$ cat src/rtl/uart_pkg.sv
`default_nettype none
// ============================================================================
// Module   : uart_pkg
// Brief    : Shared UART constants: byte width, default RX FIFO depth and
//            the status-bit layout seen by the 8251-style register port.
// Revision : 1.0
// ============================================================================
package uart_pkg;

    localparam int BYTE_W             = 8;
    localparam int RX_FIFO_DEPTH_DEF  = 16;

    localparam int STAT_TDRE_BIT      = 0;
    localparam int STAT_RX_VALID_BIT  = 1;
    localparam int STAT_OVERRUN_BIT   = 2;
    localparam int STAT_RX_FULL_BIT   = 3;

    typedef logic [BYTE_W-1:0] uart_byte_t;

endpackage : uart_pkg
`default_nettype wire

$ cat src/rtl/uart_rx_fifo_mem.sv
`default_nettype none
// ============================================================================
// Module   : uart_rx_fifo_mem
// Brief    : Simple dual-port byte array, synchronous write, registered read.
// Revision : 1.0
// ============================================================================
module uart_rx_fifo_mem
    import uart_pkg::*;
#(
    parameter int DEPTH = RX_FIFO_DEPTH_DEF,
    parameter int AW    = $clog2(DEPTH)
) (
    input  logic              clk,
    input  logic              reset,
    input  logic              we_i,
    input  logic [AW-1:0]     waddr_i,
    input  uart_byte_t        wdata_i,
    input  logic              re_i,
    input  logic [AW-1:0]     raddr_i,
    output uart_byte_t        rdata_o
);

    uart_byte_t mem_q [DEPTH];
    uart_byte_t rdata_q;

    always_ff @(posedge clk) begin
        if (we_i) begin
            mem_q[waddr_i] <= wdata_i;
        end
    end

    // Read register is the CPU-visible data_out, so it alone carries a reset.
    always_ff @(posedge clk) begin
        if (reset) begin
            rdata_q <= '0;
        end else if (re_i) begin
            rdata_q <= mem_q[raddr_i];
        end
    end

    assign rdata_o = rdata_q;

endmodule : uart_rx_fifo_mem
`default_nettype wire

$ cat src/rtl/uart_rx_fifo.sv
`default_nettype none
// ============================================================================
// Module   : uart_rx_fifo
// Brief    : Receive byte FIFO with count/full/valid status and sticky
//            overrun; irq built only when UART_RX_FIFO_IRQ_EN is defined.
// Revision : 1.0
// ============================================================================
module uart_rx_fifo
    import uart_pkg::*;
#(
    parameter int DEPTH  = RX_FIFO_DEPTH_DEF,
    parameter int THRESH = 8
) (
    input  logic                      clk,
    input  logic                      reset,
    input  logic [BYTE_W-1:0]         rx_data,
    input  logic                      rx_strobe,
    input  logic                      rd,
    output logic [BYTE_W-1:0]         data_out,
    output logic                      valid,
    output logic                      full,
    output logic [$clog2(DEPTH):0]    count,
    output logic                      overrun,
    input  logic                      clr_ovr,
    output logic                      irq
);

    localparam int AW = $clog2(DEPTH);
    localparam int CW = AW + 1;

    if (DEPTH < 2 || (DEPTH & (DEPTH - 1)) != 0 || THRESH < 1 || THRESH > DEPTH) begin : g_param_chk
        $error("uart_rx_fifo: DEPTH must be a power of two >= 2 and THRESH in 1..DEPTH");
    end

    logic [AW-1:0] wp_q, wp_d;
    logic [AW-1:0] rp_q, rp_d;
    logic [CW-1:0] count_q, count_d;
    logic          valid_q, full_q, overrun_q, overrun_d;
    logic          w_push, w_pop, w_drop;

    // A pop on a full FIFO frees the slot the same-cycle push lands in.
    always_comb begin
        w_pop     = rd && (count_q != '0);
        w_push    = rx_strobe && (!full_q || w_pop);
        w_drop    = rx_strobe && !w_push;
        wp_d      = w_push ? wp_q + 1'b1 : wp_q;
        rp_d      = w_pop  ? rp_q + 1'b1 : rp_q;
        count_d   = count_q + CW'(w_push) - CW'(w_pop);
        overrun_d = w_drop ? 1'b1 : (clr_ovr ? 1'b0 : overrun_q);
    end

    always_ff @(posedge clk) begin
        if (reset) begin
            wp_q      <= '0;
            rp_q      <= '0;
            count_q   <= '0;
            valid_q   <= 1'b0;
            full_q    <= 1'b0;
            overrun_q <= 1'b0;
        end else begin
            wp_q      <= wp_d;
            rp_q      <= rp_d;
            count_q   <= count_d;
            valid_q   <= (count_d != '0);
            full_q    <= (count_d == CW'(DEPTH));
            overrun_q <= overrun_d;
        end
    end

    uart_rx_fifo_mem #(
        .DEPTH (DEPTH),
        .AW    (AW)
    ) u_mem (
        .clk     (clk),
        .reset   (reset),
        .we_i    (w_push && !reset),
        .waddr_i (wp_q),
        .wdata_i (rx_data),
        .re_i    (w_pop && !reset),
        .raddr_i (rp_q),
        .rdata_o (data_out)
    );

`ifdef UART_RX_FIFO_IRQ_EN
    logic irq_q;

    always_ff @(posedge clk) begin
        if (reset) begin
            irq_q <= 1'b0;
        end else begin
            irq_q <= (count_d >= CW'(THRESH)) || overrun_d;
        end
    end

    assign irq = irq_q;
`else
    assign irq = 1'b0;
`endif

    assign valid   = valid_q;
    assign full    = full_q;
    assign count   = count_q;
    assign overrun = overrun_q;

endmodule : uart_rx_fifo
`default_nettype wire

$ cat config.mk
export PLATFORM = sky130hd
export DESIGN_NAME = uart_rx_fifo
export DESIGN_NICKNAME = d
export VERILOG_FILES = /design/src/rtl/uart_pkg.sv /design/src/rtl/uart_rx_fifo_mem.sv /design/src/rtl/uart_rx_fifo.sv
export SDC_FILE = /design/constraint.sdc
export NUM_CORES = 1
export LEC_CHECK = 0
export CELL_PAD_IN_SITES_DETAIL_PLACEMENT = 0
export CELL_PAD_IN_SITES_GLOBAL_PLACEMENT = 1
export CORE_MARGIN = 3
export CORE_UTILIZATION = 50
export CTS_BUF_LIST = sky130_fd_sc_hd__clkbuf_16
export DETAILED_ROUTE_END_ITERATION = 8
export HOLD_SLACK_MARGIN = 0.1
export MAX_ROUTING_LAYER = met4
export PLACE_DENSITY_LB_ADDON = 0.3
export SETUP_SLACK_MARGIN = 0.1
export SKIP_LAST_GASP = 1
export SLEW_MARGIN = 20
export SYNTH_ARGS = -nofsm -noshare
export SYNTH_HDL_FRONTEND = slang
export SYNTH_SLANG_ARGS = --single-unit
$ cat constraint.sdc
create_clock -name clk -period 9.2 [get_ports clk]
set_input_delay 2.3 -clock clk [delete_from_list [all_inputs] [get_ports clk]]
set_output_delay 2.3 -clock clk [all_outputs]
set_load 0.01 [all_outputs]
==> impl_metrics.csv, run 1 <==
group,metric,value,unit
outcome,status,"finished, final reports clean",
finish,layout-drive-gt1-share,12.4,%
finish,diodes,0,
critical_path,crit_required,9.50,ns
critical_path,end_kind,"flop",
timing,setup_viol,0,
finish,area_growth,15.7,%
critical_path,cp_max_fo,11,
floorplanning,pin_count,30,
timing,clock-skew-final,0.0195,ns
yosys,ys_seq_elements,152,
floorplanning,core-area,0.0122,sq mm
drt,dr_wl_met3,785,um
timing,finalCritPeriodShare,56.3,%
placed_design,gp_congestion,0.794,
power,finalPower,1980,uW
placed_design,place_hpwl,7990,um
timing,max_freq,193,MHz
critical_path,crit_path_frequent_cell,"inv_1",
drt,via_count,3402,
critical_path,slowest_stage,"o21ai_1",
critical_path,worst_setup_path_start_kind,"primary input",
timing,period_minus_slack,5.18,ns
finish,multi_input_area,0.00177,sq mm
finish,area.sequential,0.00433,sq mm
timing,final_hold_viol_count,0,
drt,drtIter0Drc,341,
cts,root_buffer,"clkbuf_16",
cts,post_cts_buffers,0,
timing,slew_headroom,34.5,%
timing,setup_tns,0,ns
drt,met1Wirelength,5560,um
yosys,synth-edff-count,128,
floorplanning,row_count,40,
drt,antenna_left,0,
drt,viasPerCell,5.57,
floorplanning,start_util,51.8,%
yosys,synth_top_area_share,61.1,%
critical_path,slowest_delay,0.59,ns
drt,drt-wirelength-per-cell,20.8,um
yosys,syn_nets,428,
yosys,synth-seq-area-share,68.7,%
yosys,avgSynthCellArea,15.6,sq um
timing,tightest_slew,0.974,ns
grt,grt_max_degree,51,
power,vdd_ir_drop_max,0.129,mV
drt,routed_wl,12700,um
timing,rsz0062_at_grt,"no",
cts,clock-sinks,152,
finish,final_common_cell,"edfxtp_1",
finish,fillCellCount,906,
floorplanning,die_h,118,um
yosys,yosys.area.top_type,"edfxtp_1",
cts,cts_resized,0,
finish,fin_area,0.00728,sq mm
drt,top_layer_used,"met4",
placed_design,port_buffers,28,
yosys,synth_area,0.00629,sq mm
yosys,yosys_warnings,0,
critical_path,path_cells,"clkdlybuf4s50_1, inv_1, o21ai_1, nand2_1, ha_1, inv_1, ha_1, inv_1, fa_1, nand2b_1, a21oi_1, o21ai_0, a2111oi_2",
cts,cts_buffer_depth,2,
drt,firstDrtPassIters,5,
finish,final_cell_mix,"128 x edfxtp_1, 48 x mux2i_1, 28 x clkdlybuf4s50_1",
yosys,synth_cells,403,
drt,dr_wl_met2,6270,um
cts,ctsHtreeMaxLevel,4,
finish,layout.nets,455,
critical_path,cp.arrival,5.48,ns
yosys,synth_ff_type,"edfxtp_1",
cts,cts_buffers,17,
power,p_leak,0.00239,uW
yosys,synth-async-reset-ratio,0,%
critical_path,path_buf_inv,4,
yosys,synth_area_leaders,"edfxtp_1 61%, dfxtp_1 7.6%, mux2i_1 7.6%, a22oi_1 2.9%, mux4_2 2.9%",
cts,clkLatencyLatePin,0.43,ns
grt,grtUsageTotal,19.8,%
min_path,min_path_type,"flop to flop",
yosys,ys_types,45,
grt,grt_pass1_wl,19900,um
cts,hold_buffers,0,
floorplanning,die_w,118,um
placed_design,placed_cell_area,0.00666,sq mm
power,powerDensity,272,mW/mm^2
grt,overflow,0,
timing,drv_slew,0,
cts,cts_tree,"yes",
grt,grt_pass1_vias,3481,
critical_path,crit_type,"primary input to flop",
grt,antenna_found_initial,0,
critical_path,critPathTopFamily,"compound AO/OA/AOI/OAI gates",
drt,drc,0,
floorplanning,die_area,0.0140,sq mm
timing,whs,0.511,ns
cts,clkTransAtPathRegs,0.06,ns
flow_run,max-cap-violations,0,
[metal layers]
layer	vias to the layer above	track usage [%]
met5	-	-
met4	0	6.81
met3	8	5.69
met2	96	30.9
met1	1696	25.0
li1	1602	-
[through the flow]
step,setup WS [ns],instances,util [%]
finish,4.02,611,59.9
global placement,3.74,579,54.8
global route,3.79,611,59.9
floorplan,4.72,403,-
CTS,4.08,611,59.8
detailed placement,3.63,579,54.8
[synthesized netlist by cell type, drive strengths merged (2+ instances only)]
master	n
or3	2
a21o	3
a21oi	6
dfxtp	24
inv	12
nor2	22
xor2	6
edfxtp	128
nor2b	5
nand4b	4
clkbuf	7
o21ai	2
nor3	4
nand2b	11
mux2	2
nand3b	9
mux2i	48
a22oi	24
o211ai	8
nand2	4
ha	11
buf	18
mux4	8
nand3	22
[sequential cells by signal, indices dropped and copies added (netlist names)]
register       count
overrun            1
full               1
valid              1
count              5
u_mem.mem_q      128
u_mem.rdata_o      8
wp_q               4
rp_q               4
[final timing paths]
path / start / to / slack [ns] / cells after the start
max: rd / full / 4.02 / 13
min: overrun / overrun / 0.51 / 2
max reg2reg: count[2] / full / 5.78 / 14
min reg2reg: overrun / overrun / 0.51 / 2
[report_power, final]
| group | switching, uW | internal, uW |
|---|---|---|
| clock network | 262 | 449 |
| registers | 40.3 | 782 |
| logic | 234 | 212 |
[cells by family (layout without fill, tap and decap cells)]
group / Yosys count / after routing / synth area share [%]
DFF: 152 / 152 / 68.7
other: 1 / 1 / 0.0596
xor gates and xnor gates: 7 / 7 / 0.974
adders and majority gates: 12 / 12 / 2.50
AOI/OAI and AO/OA: 46 / 46 / 5.39
buffers and inverters: 37 / 77 / 3.32
muxes: 58 / 58 / 10.9
and+or+nand+nor: 90 / 90 / 8.21
[layout make-up]
class | instances | area share [%]
well taps | 168 | 2.89
multi-input cells | 214 | 24.3
flip-flops and latches | 152 | 59.4
clock inverters | 15 | 2.53
clock buffers | 17 | 5.84
repair buffers | 33 | 4.36
inverters | 12 | 0.619
[worst reg2reg max path, stage by stage (launching register included)]
cell,delay (ns)
dfxtp_1,0.34
inv_1,0.07
ha_1,0.20
nor4b_2,0.18
o21ai_1,0.58
nand2_1,0.13
ha_1,0.31
inv_1,0.06
ha_1,0.15
inv_1,0.05
fa_1,0.38
nand2b_1,0.16
a21oi_1,0.17
o21ai_0,0.18
a2111oi_2,0.35
No activity file was read; power rests on OpenSTA's default activity.
==> run 2: changes to the inputs <==
==> constraint.sdc (replaced) <==
create_clock -name clk -period 5.2 [get_ports clk]
set_input_delay 1.3 -clock clk [delete_from_list [all_inputs] [get_ports clk]]
set_output_delay 1.3 -clock clk [all_outputs]
set_load 0.01 [all_outputs]
==> impl_metrics.csv, run 2 (same netlist as run 1, synthesis figures left out) <==
group,metric,value,unit
critical_path,slowest_stage,"clkdlybuf4s50_1",
finish,layout-drive-gt1-share,11.0,%
finish,final_util,59.4,%
critical_path,crit_required,5.51,ns
grt,grtUsageTotal,19.4,%
cts,clkTransAtPathRegs,0.06,ns
drt,antenna_left,0,
critical_path,slowest_delay,0.56,ns
cts,hold_buffers,0,
finish,largest_register_ffs,128,
timing,setup_tns,0,ns
finish,diodes,0,
timing,rsz0062_at_grt,"no",
placed_design,gp_congestion,0.806,
floorplanning,start_util,51.8,%
cts,cts_resized,0,
grt,grt_pass1_wl,19600,um
grt,overflow,0,
min_path,min_path_type,"flop to flop",
power,vdd_ir_drop_max,0.238,mV
power,p_leak,0.00238,uW
cts,clock-sinks,152,
timing,setup_viol,0,
timing,finalCritPeriodShare,74.1,%
floorplanning,row_count,40,
critical_path,worst_setup_path_start_kind,"primary input",
critical_path,critPathTopFamily,"buffers and inverters",
finish,final_cell_mix,"128 x edfxtp_1, 48 x mux2i_1, 28 x clkdlybuf4s50_1",
drt,via_count,3460,
cts,ctsHtreeMaxLevel,4,
cts,clkLatencyLatePin,0.41,ns
drt,firstDrtPassIters,6,
flow_run,max-cap-violations,0,
critical_path,end_kind,"flop",
finish,area.sequential,0.00433,sq mm
timing,tightest_slew,1.08,ns
critical_path,crit_path_frequent_cell,"inv_1",
cts,cts_tree,"yes",
critical_path,path_buf_inv,5,
drt,viasPerCell,5.64,
timing,clock-skew-final,0.00595,ns
placed_design,place_hpwl,7900,um
floorplanning,core-area,0.0122,sq mm
timing,slew_headroom,27.9,%
finish,area_growth,14.8,%
power,powerDensity,468,mW/mm^2
grt,grt_pass1_vias,3402,
cts,cts_buffer_depth,2,
cts,cts_buffers,17,
grt,antenna_found_initial,0,
finish,layout.nets,457,
grt,grt_max_degree,60,
finish,fillCellCount,941,
floorplanning,die_h,118,um
critical_path,path_cells,"clkdlybuf4s50_1, inv_1, o21ai_1, buf_4, nand2_1, ha_1, inv_1, ha_1, inv_1, fa_1, nand2b_1, a21oi_1, o21ai_0, a2111oi_2",
drt,drt-wirelength-per-cell,20.4,um
timing,drv_slew,0,
floorplanning,die_w,118,um
cts,root_buffer,"clkbuf_16",
placed_design,placed_cell_area,0.00668,sq mm
floorplanning,pin_count,30,
finish,fin_area,0.00722,sq mm
critical_path,cp_max_fo,11,
drt,drc,0,
critical_path,crit_type,"primary input to flop",
timing,final_hold_viol_count,0,
timing,max_freq,260,MHz
placed_design,port_buffers,28,
drt,routed_wl,12500,um
floorplanning,die_area,0.0140,sq mm
cts,post_cts_buffers,0,
timing,period_minus_slack,3.85,ns
finish,final_common_cell,"edfxtp_1",
critical_path,cp.arrival,4.16,ns
finish,max_flop_register,"u_mem.mem_q",
outcome,status,"finished, final reports clean",
critical_path,r2r_slack,1.92,ns
finish,multi_input_area,0.00176,sq mm
drt,drtIter0Drc,408,
==> run 2: layout make-up <==
type | count | share of cell area (%)
sequential | 152 | 59.9
multi-input combinational | 214 | 24.4
clock buffer | 17 | 5.89
timing repair buffer | 35 | 4.61
tap | 168 | 2.91
clock inverter | 15 | 1.68
inverter | 12 | 0.623
==> run 2: tightest hold or removal path: stages, from the launching register on <==
cell and delay [ns]:
dfxtp_1 0.33, a32oi_1 0.06, nor2_1 0.07
==> run 2: final timing paths <==
kind | start | to | cells after the start
min | overrun | overrun | 2
max reg2reg | count[3] | full | 14
max | rd | full | 14
min reg2reg | overrun | overrun | 2
==> run 2: per-layer routing <==
layer / global-route usage, % / wire length [um] / up-vias
met5: - / 0 / -
met4: 5.86 / 131 / 0
met3: 5.07 / 716 / 13
met2: 28.4 / 5900 / 104
met1: 27.1 / 5770 / 1732
li1: - / - / 1611
==> run 2: through the flow <==
stage,worst slack (ns),power [uW],cells,hold slack [ns]
after floorplan,1.72,2060,403,0.518
after global routing,1.07,3540,613,0.515
after CTS,1.37,3400,613,0.489
final,1.35,3380,613,0.488
after detailed placement,0.951,2270,581,0.473
after global placement,1.04,2250,581,0.466
==> run 2: power breakdown <==
group	internal (uW)	leakage, uW	total [uW]	switching [uW]
Sequential	1380	0.00135	1540	153
Clock	689	0.000281	1130	440
Combinational	377	0.000745	714	336
==> run 3: changes to the inputs <==
--- a/config.mk
+++ b/config.mk
@@ -8,7 +8,7 @@
 export CELL_PAD_IN_SITES_DETAIL_PLACEMENT = 0
 export CELL_PAD_IN_SITES_GLOBAL_PLACEMENT = 1
 export CORE_MARGIN = 3
-export CORE_UTILIZATION = 50
+export CORE_UTILIZATION = 46
 export CTS_BUF_LIST = sky130_fd_sc_hd__clkbuf_16
 export DETAILED_ROUTE_END_ITERATION = 8
 export HOLD_SLACK_MARGIN = 0.1
==> constraint.sdc (replaced) <==
create_clock -name clk -period 3.3 [get_ports clk]
set_input_delay 0.825 -clock clk [delete_from_list [all_inputs] [get_ports clk]]
set_output_delay 0.825 -clock clk [all_outputs]
set_load 0.01 [all_outputs]
==> impl_metrics.csv, run 3 (same netlist as run 1, synthesis figures left out) <==
group,metric,value,unit
cts,post_cts_buffers,0,
critical_path,slowest_stage,"clkdlybuf4s50_1",
timing,period_minus_slack,2.98,ns
critical_path,crit_type,"primary input to flop",
cts,cts_buffers,17,
grt,grt_pass1_vias,3561,
finish,largest_register_ffs,128,
placed_design,gp_congestion,0.726,
timing,clock-skew-final,0.00820,ns
finish,layout.nets,476,
finish,layout-drive-gt1-share,15.9,%
critical_path,crit_required,3.62,ns
floorplanning,die_w,123,um
critical_path,end_kind,"flop",
timing,tightest_slew,0.841,ns
timing,setup_tns,0,ns
drt,antenna_left,0,
timing,setup_viol,0,
floorplanning,die_h,123,um
cts,ctsHtreeMaxLevel,4,
timing,drv_slew,0,
placed_design,pre_cts_ws,-0.157,ns
floorplanning,row_count,42,
critical_path,cp.arrival,3.29,ns
cts,cts_tree,"yes",
timing,setup_slack,0.324,ns
finish,max_flop_register,"u_mem.mem_q",
drt,drtIter0Drc,233,
grt,grt_pass1_wl,19900,um
placed_design,dp.cells,608,
critical_path,worst_setup_path_start_kind,"primary input",
grt,overflow,0,
cts,cts_buffer_depth,2,
grt,grtUsageTotal,19.0,%
floorplanning,die_area,0.0151,sq mm
critical_path,slowest_delay,0.48,ns
drt,drc,0,
grt,antenna_found_initial,0,
timing,slew_headroom,43.9,%
power,finalPower,5490,uW
critical_path,path_cells,"clkdlybuf4s50_1, inv_1, o21ai_1, nand2_1, ha_1, inv_1, ha_1, inv_1, fa_1, nand2b_1, a21oi_2, or3_4, a2111oi_2",
finish,final_cell_mix,"128 x edfxtp_1, 48 x mux2i_1, 28 x clkdlybuf4s50_1",
cts,clock-sinks,152,
floorplanning,pin_count,30,
drt,firstDrtPassIters,5,
power,vdd_ir_drop_max,0.308,mV
cts,clkLatencyLatePin,0.42,ns
placed_design,port_buffers,28,
critical_path,crit_path_frequent_cell,"inv_1",
floorplanning,core-area,0.0133,sq mm
power,powerDensity,739,mW/mm^2
floorplanning,start_util,47.3,%
critical_path,path_buf_inv,4,
critical_path,critPathTopFamily,"buffers and inverters",
outcome,status,"finished, final reports clean",
drt,via_count,3485,
drt,routed_wl,12900,um
critical_path,r2r_slack,0.34,ns
placed_design,place_hpwl,8270,um
flow_run,max-cap-violations,0,
power,p_leak,0.00250,uW
drt,drt-wirelength-per-cell,20.1,um
cts,cts_resized,0,
timing,finalCritPeriodShare,90.2,%
timing,max_freq,336,MHz
cts,hold_buffers,0,
cts,root_buffer,"clkbuf_16",
finish,diodes,0,
finish,final_util,55.9,%
finish,final_cells,640,
timing,rsz0062_at_grt,"no",
timing,final_hold_viol_count,0,
finish,area_growth,18.1,%
grt,grt_max_degree,35,
drt,viasPerCell,5.45,
min_path,min_path_type,"flop to flop",
finish,final_common_cell,"edfxtp_1",
critical_path,cp_max_fo,3,
cts,clkTransAtPathRegs,0.06,ns
-- run 3: cell count changes in the layout (fill, tap and decap cells not counted), sizes merged --
cell | previous run | this run
bufinv | 2 | 3
buf | 7 | 26
clkinv | 8 | 7
-- run 3: power breakdown --
part | internal, uW | total, uW | leakage (uW) | switching, uW
logic | 626 | 1240 | 0.000847 | 615
registers | 2180 | 2350 | 0.00135 | 172
clock network | 1180 | 1900 | 0.000299 | 720
-- run 3: layout make-up --
type | count | area [sq um]
clock buffers | 17 | 425
clock inverters | 15 | 165
fillers | 1045 | 5860
inverters | 12 | 45.0
multi-input cells | 214 | 1770
flip-flops and latches | 152 | 4330
well taps | 176 | 220
repair buffers | 54 | 475
-- run 3: tightest hold or removal path, delay by kind of cell (launching register included) --
kind,cells,cell delay [ns]
AO/OA/AOI/OAI,1,0.06
AND/OR/NAND/NOR,1,0.07
flip-flops,1,0.33
-- run 3: final timing paths --
path              startpoint  endpoint  depth (start not counted)
setup reg to reg    count[3]      full                         14
setup / recovery          rd      full                         13
hold reg to reg      overrun   overrun                          2
hold / removal       overrun   overrun                          2
-- run 3: stage by stage --
stage | area (sq um) | hold slack [ns]
2_1_floorplan | 6290 | 0.518
3_3_place_gp | 6830 | 0.476
3_5_place_dp | 6830 | 0.477
4_1_cts | 7420 | 0.492
5_1_grt | 7430 | 0.544
6_report | 7430 | 0.487
-- run 3: metal layers --
metal / track usage, % / vias to the layer above / share of wire (%)
li1: - / 1648 / -
met1: 24.3 / 1738 / 44
met2: 30.1 / 87 / 49
met3: 5.26 / 12 / 5.9
met4: 5.47 / 0 / 1.2
met5: - / - / 0
